$ cat src/rtl/hyperbus_arbiter.sv
// Two-requester HyperBus arbiter.
// Round-robin grant on an idle controller, combinational forwarding of the
// owner's request and data, and a stall watchdog that forcibly releases an
// owner that sees no ready/valid beat for TIMEOUT cycles.
module hyperbus_arbiter #(
  parameter int HBUS_ADDR_WIDTH = 32,
  parameter int HBUS_DATA_WIDTH = 16,
  parameter int TIMEOUT         = 255
) (
  input  logic                       hbus_clk,
  input  logic                       hbus_rst,
  input  logic [HBUS_ADDR_WIDTH-1:0] m0_adr_i,
  input  logic [HBUS_DATA_WIDTH-1:0] m0_dat_i,
  output logic [HBUS_DATA_WIDTH-1:0] m0_dat_o,
  input  logic                       m0_rrq,
  input  logic                       m0_wrq,
  output logic                       m0_ready,
  output logic                       m0_valid,
  output logic                       m0_gnt,
  output logic                       m0_err,
  input  logic [HBUS_ADDR_WIDTH-1:0] m1_adr_i,
  input  logic [HBUS_DATA_WIDTH-1:0] m1_dat_i,
  output logic [HBUS_DATA_WIDTH-1:0] m1_dat_o,
  input  logic                       m1_rrq,
  input  logic                       m1_wrq,
  output logic                       m1_ready,
  output logic                       m1_valid,
  output logic                       m1_gnt,
  output logic                       m1_err,
  output logic [HBUS_ADDR_WIDTH-1:0] hbus_adr_o,
  output logic [HBUS_DATA_WIDTH-1:0] hbus_dat_o,
  input  logic [HBUS_DATA_WIDTH-1:0] hbus_dat_i,
  output logic                       hbus_rrq,
  output logic                       hbus_wrq,
  input  logic                       hbus_ready,
  input  logic                       hbus_valid,
  input  logic                       hbus_busy
);

  // A zero TIMEOUT still needs a legal one-bit counter; the watchdog is then disabled.
  localparam int WD_W = (TIMEOUT > 0) ? $clog2(TIMEOUT + 1) : 1;
  localparam logic [WD_W-1:0] WD_MAX  = WD_W'(TIMEOUT);
  localparam logic [WD_W-1:0] WD_LAST = (TIMEOUT > 0) ? WD_W'(TIMEOUT - 1) : WD_W'(0);
  localparam bit WD_EN = (TIMEOUT > 0);

  typedef enum logic [2:0] {
    IDLE  = 3'b001,
    OWN   = 3'b010,
    DRAIN = 3'b100
  } state_t;

  state_t          state_r;
  logic            owner_r;
  logic            last_r;
  logic [WD_W-1:0] wd_cnt_r;
  logic [1:0]      blk_r;
  logic            armed_r;   // low for the first edge after reset so no grant lands on it
  logic [1:0]      gnt_r;
  logic [1:0]      err_r;

  logic [1:0]      act_s;
  logic            pick_s;
  logic            own_rrq_s;
  logic            own_wrq_s;
  logic            in_own_s;
  logic            beat_s;
  logic            abort_s;

  // Requester qualification, round-robin pick and owner request selection.
  always_comb begin
    act_s[0]  = (m0_rrq | m0_wrq) & ~blk_r[0];
    act_s[1]  = (m1_rrq | m1_wrq) & ~blk_r[1];
    pick_s    = 1'b0;
    if (act_s[0] && act_s[1]) begin
      pick_s = ~last_r;
    end else if (act_s[1]) begin
      pick_s = 1'b1;
    end else begin
      pick_s = 1'b0;
    end
    own_rrq_s = owner_r ? m1_rrq : m0_rrq;
    own_wrq_s = owner_r ? m1_wrq : m0_wrq;
    in_own_s  = (state_r == OWN);
    beat_s    = hbus_ready | hbus_valid;
    // Abort on the edge where the stall count would reach TIMEOUT.
    abort_s   = WD_EN && in_own_s && !beat_s && (wd_cnt_r == WD_LAST);
  end

  // Bus forwarding from the owner; everything is gated off outside OWN.
  always_comb begin
    hbus_adr_o = owner_r ? m1_adr_i : m0_adr_i;
    hbus_dat_o = owner_r ? m1_dat_i : m0_dat_i;
    hbus_rrq   = in_own_s & own_rrq_s;
    hbus_wrq   = in_own_s & own_wrq_s & ~own_rrq_s;
    m0_ready   = in_own_s & ~owner_r & hbus_ready;
    m0_valid   = in_own_s & ~owner_r & hbus_valid;
    m1_ready   = in_own_s &  owner_r & hbus_ready;
    m1_valid   = in_own_s &  owner_r & hbus_valid;
    m0_dat_o   = hbus_dat_i;
    m1_dat_o   = hbus_dat_i;
  end

  assign m0_gnt = gnt_r[0];
  assign m1_gnt = gnt_r[1];
  assign m0_err = err_r[0];
  assign m1_err = err_r[1];

  // Arbitration FSM with watchdog, block flags and registered grant/error outputs.
  always_ff @(posedge hbus_clk or posedge hbus_rst) begin
    if (hbus_rst) begin
      state_r  <= IDLE;
      owner_r  <= 1'b0;
      last_r   <= 1'b1;
      wd_cnt_r <= WD_W'(0);
      blk_r    <= 2'b00;
      armed_r  <= 1'b0;
      gnt_r    <= 2'b00;
      err_r    <= 2'b00;
    end else begin
      armed_r <= 1'b1;
      err_r   <= 2'b00;

      // A block flag is set by an abort and cleared once its requester goes idle.
      if (abort_s && !owner_r) begin
        blk_r[0] <= 1'b1;
      end else if (!m0_rrq && !m0_wrq) begin
        blk_r[0] <= 1'b0;
      end else begin
        blk_r[0] <= blk_r[0];
      end
      if (abort_s && owner_r) begin
        blk_r[1] <= 1'b1;
      end else if (!m1_rrq && !m1_wrq) begin
        blk_r[1] <= 1'b0;
      end else begin
        blk_r[1] <= blk_r[1];
      end

      case (state_r)
        IDLE: begin
          if (armed_r && !hbus_busy && (act_s != 2'b00)) begin
            owner_r  <= pick_s;
            gnt_r    <= pick_s ? 2'b10 : 2'b01;
            wd_cnt_r <= WD_W'(0);
            state_r  <= OWN;
          end else begin
            state_r  <= IDLE;
          end
        end
        OWN: begin
          if (abort_s) begin
            err_r    <= owner_r ? 2'b10 : 2'b01;
            gnt_r    <= 2'b00;
            last_r   <= owner_r;
            wd_cnt_r <= WD_MAX;
            state_r  <= DRAIN;
          end else if (!own_rrq_s && !own_wrq_s) begin
            gnt_r    <= 2'b00;
            last_r   <= owner_r;
            state_r  <= DRAIN;
          end else if (beat_s) begin
            wd_cnt_r <= WD_W'(0);
          end else if (wd_cnt_r != WD_MAX) begin
            wd_cnt_r <= wd_cnt_r + WD_W'(1);
          end else begin
            wd_cnt_r <= wd_cnt_r;
          end
        end
        DRAIN: begin
          if (!hbus_busy) begin
            state_r <= IDLE;
          end else begin
            state_r <= DRAIN;
          end
        end
        default: begin
          gnt_r   <= 2'b00;
          state_r <= IDLE;
        end
      endcase
    end
  end

endmodule

$ cat config.mk
export PLATFORM = sky130hd
export DESIGN_NAME = hyperbus_arbiter
export DESIGN_NICKNAME = d
export VERILOG_FILES = /design/src/rtl/hyperbus_arbiter.sv
export SDC_FILE = /design/constraint.sdc
export NUM_CORES = 1
export LEC_CHECK = 0
export CAP_MARGIN = 10
export CORE_ASPECT_RATIO = 1.25
export CORE_MARGIN = 2
export CORE_UTILIZATION = 32
export CTS_CLUSTER_SIZE = 20
export DETAILED_ROUTE_END_ITERATION = 10
export PLACE_DENSITY = 0.87
export SYNTH_ARGS = -nofsm -noshare
export SYNTH_HDL_FRONTEND = slang
export SYNTH_SLANG_ARGS = --single-unit
$ cat constraint.sdc
create_clock -name hbus_clk -period 4.1 [get_ports hbus_clk]
set_clock_uncertainty 0.2 [all_clocks]
set_input_delay 0.41 -clock hbus_clk [delete_from_list [all_inputs] [get_ports hbus_clk]]
set_output_delay 0.41 -clock hbus_clk [all_outputs]
set_load 0.01 [all_outputs]
==> out/results.tsv <==
metric	value	unit
dpl_worst_slack	1.41	ns
cts_buffers	3	
first_global_vias	2154	
seq_area	504	µm²
rsz0062_at_grt	false	
cts_hold_buf	0	
cp-start-kind	register	
synth_top_cell_by_area	mux2_2	
critPathMaxStageDelay	1.15	ns
setup_ws	1.09	ns
clockBufferDepth	2	
cpLargestDelayFamily	flip-flops	
combPwrFrac	0.558	
clk_latency	0.27	ns
switching_share	0.312	
cts_tree	yes	
routed-via-count	2127	
hold_class	reg2reg	
powerDensity	281	nW/µm²
cts_setup_buffers	0	
p_leak	0.00136	µW
setup_viol	0	
synth-edff-count	0	
rows	32	
worstPathRequired	3.49	ns
hpwl	6.68	mm
clk_pin_slew_worst_paths	0.08	ns
synthTopCellsByCount	mux2_2, buf_4, dfrtp_1	
slowest_stage	dfrtp_2	
routed_wl	8.01	mm
nFillCells	545	
worst-path-buf-inv	2	
antenna_found_initial	0	
io_pins	211	
syn_nets	336	
finalPower	986	µW
root_buffer	clkbuf_8	
rr_startpoint	owner_r	
seq_area_frac_synth	0.249	
vias_per_cell	5.04	
vdd_drop_max	0.000308	V
clkPwrFrac	0.157	
drc	0	
r2r-end	wd_cnt_r[7]	
reg2reg_slack	1.50	ns
ctsHtreeMaxLevel	1	
syn-instance-count	213	
synth_area_leaders	mux2_2, dfrtp_1, buf_4	
synth.distinct_cells	47	
final.setup.tns	0	ns
power.switching	308	µW
syn-cell-area	2020	µm²
synth_top_area_share	0.267	
worstPathCellList	inv_1 > and3_1 > clkdlybuf4s50_1	
crit_type	reg2out	
area_growth	73.7	%
grt_max_degree	59	
synth_seq_cells	20	
gp_congestion	0.851	
grt_overflow	0	
die_w	75.1	µm
antenna_cells	0	
detail_route.wl_per_cell	19.0	µm
dieArea	6980	µm²
min_period	3.01	ns
final_cells	422	
clock_sink_count	20	
grt_usage	0.218	
yosys_warnings	0	
worstSetupEndpoint	m0_ready	
r2r_cells	5	
syn_avg_cell_area	9.50	µm²
p_int	678	µW
status	finished clean	
slew_headroom	0.208	
ys.flop_type	dfrtp_1	
drt_iter0_markers	44	
grt_first_pass_wirelength	11.2	mm
critPathLaunch	owner_r	
utilization	0.574	
critPathArrivalTime	2.40	ns
critPathCaptureType	output port	
worst-path-max-fanout	58	
cts-resized-gates	0	
seq_power_share	0.285	
cp_num_cells	3	
layout.nets	461	
dr.pass1.iters	5	
tightest_slew	1.19	ns
core	6130	µm²
ant_nets	0	
clock.fmax	0.333	GHz
die_y	92.9	µm
maxCapViolCount	0	
postSynth.asyncResetShare	1.00	
drive_above_1_share	0.199	
period_share	0.733	
io_buffers	162	
place_inst	418	
multi_input_area	1200	µm²
start_util	0.330	
hold_viol	0	
drv_slew	0	
yosysMostFrequentCell	mux2_2	
[routing by layer]
metal	vias up	GRT usage	wire length, µm
li1	995	-	-
met1	961	0.226	2790
met2	142	0.374	3820
met3	29	0.0968	1150
met4	0	0.0848	248
met5	-	0	0
[power groups by stage]
stage	Combinational [µW]	Sequential [µW]	Clock, µW
after floorplan	318	227	0
after global placement	545	282	0
after detailed placement	552	284	0
after CTS	555	282	153
after global routing	584	287	163
final	551	281	155
[state kept, by name (all words and copies together), names as in the netlist]
register,count
armed_r,1
wd_cnt_r,8
owner_r,1
last_r,1
state_r,3
blk_r,2
err_r,2
gnt_r,2
[kinds of logic (layout without fill, tap and decap cells)]
kind of cell,after synthesis,count (layout),synth area share
and+or+nand+nor,53,53,0.155
DFF,20,20,0.249
buffers and inverters,48,172,0.156
adders and majority gates,2,2,0.0124
AOI/OAI and AO/OA,40,40,0.154
muxes,49,49,0.272
other,1,1,0.00185
[per-stage QoR]
step                      hold WS [ns]  area, µm²
after floorplan                  0.172       2020
after CTS                        0.274       3510
after detailed placement         0.262       3460
after global placement           0.256       3460
final                            0.273       3510
after global routing             0.303       3510
[worst min path at each step]
stage          cells after the start           to  slack [ns]   startpoint
5_1_grt                            1  wd_cnt_r[6]        0.30  wd_cnt_r[6]
6_report                           1  wd_cnt_r[6]        0.27  wd_cnt_r[6]
3_5_place_dp                       1  wd_cnt_r[6]        0.26  wd_cnt_r[6]
3_3_place_gp                       1  wd_cnt_r[6]        0.26  wd_cnt_r[6]
2_1_floorplan                      1      armed_r        0.17     hbus_rst
4_1_cts                            1  wd_cnt_r[6]        0.27  wd_cnt_r[6]
[cell usage in the layout (no fill, tap or decap), types with 2 or more instances in the layout]
cell type	Yosys	routed
o21ai_1	6	6
nand3_1	10	10
dfstp_2	2	2
o21ai_2	2	2
o311ai_1	2	2
and3_1	8	8
nor2_1	8	8
a41oi_1	2	2
nor2b_1	3	3
nand2b_1	2	2
and4_1	2	2
o21ai_0	7	7
nor3_2	2	2
nand2_1	9	9
nor3_1	2	2
a32o_1	2	2
ha_1	2	2
o21ba_2	3	3
mux2_2	48	48
a21oi_1	5	5
clkbuf_8	0	4
inv_1	6	6
dfrtp_1	18	17
clkdlybuf4s50_1	0	162
[layout make-up]
type / count / area share
clock buffers: 4 / 0.0157
inverters: 6 / 0.00641
multi-input cells: 145 / 0.343
flip-flops and latches: 20 / 0.144
well taps: 85 / 0.0303
repair buffers: 162 / 0.462
Note: power is estimated with default switching activity, not from simulation.
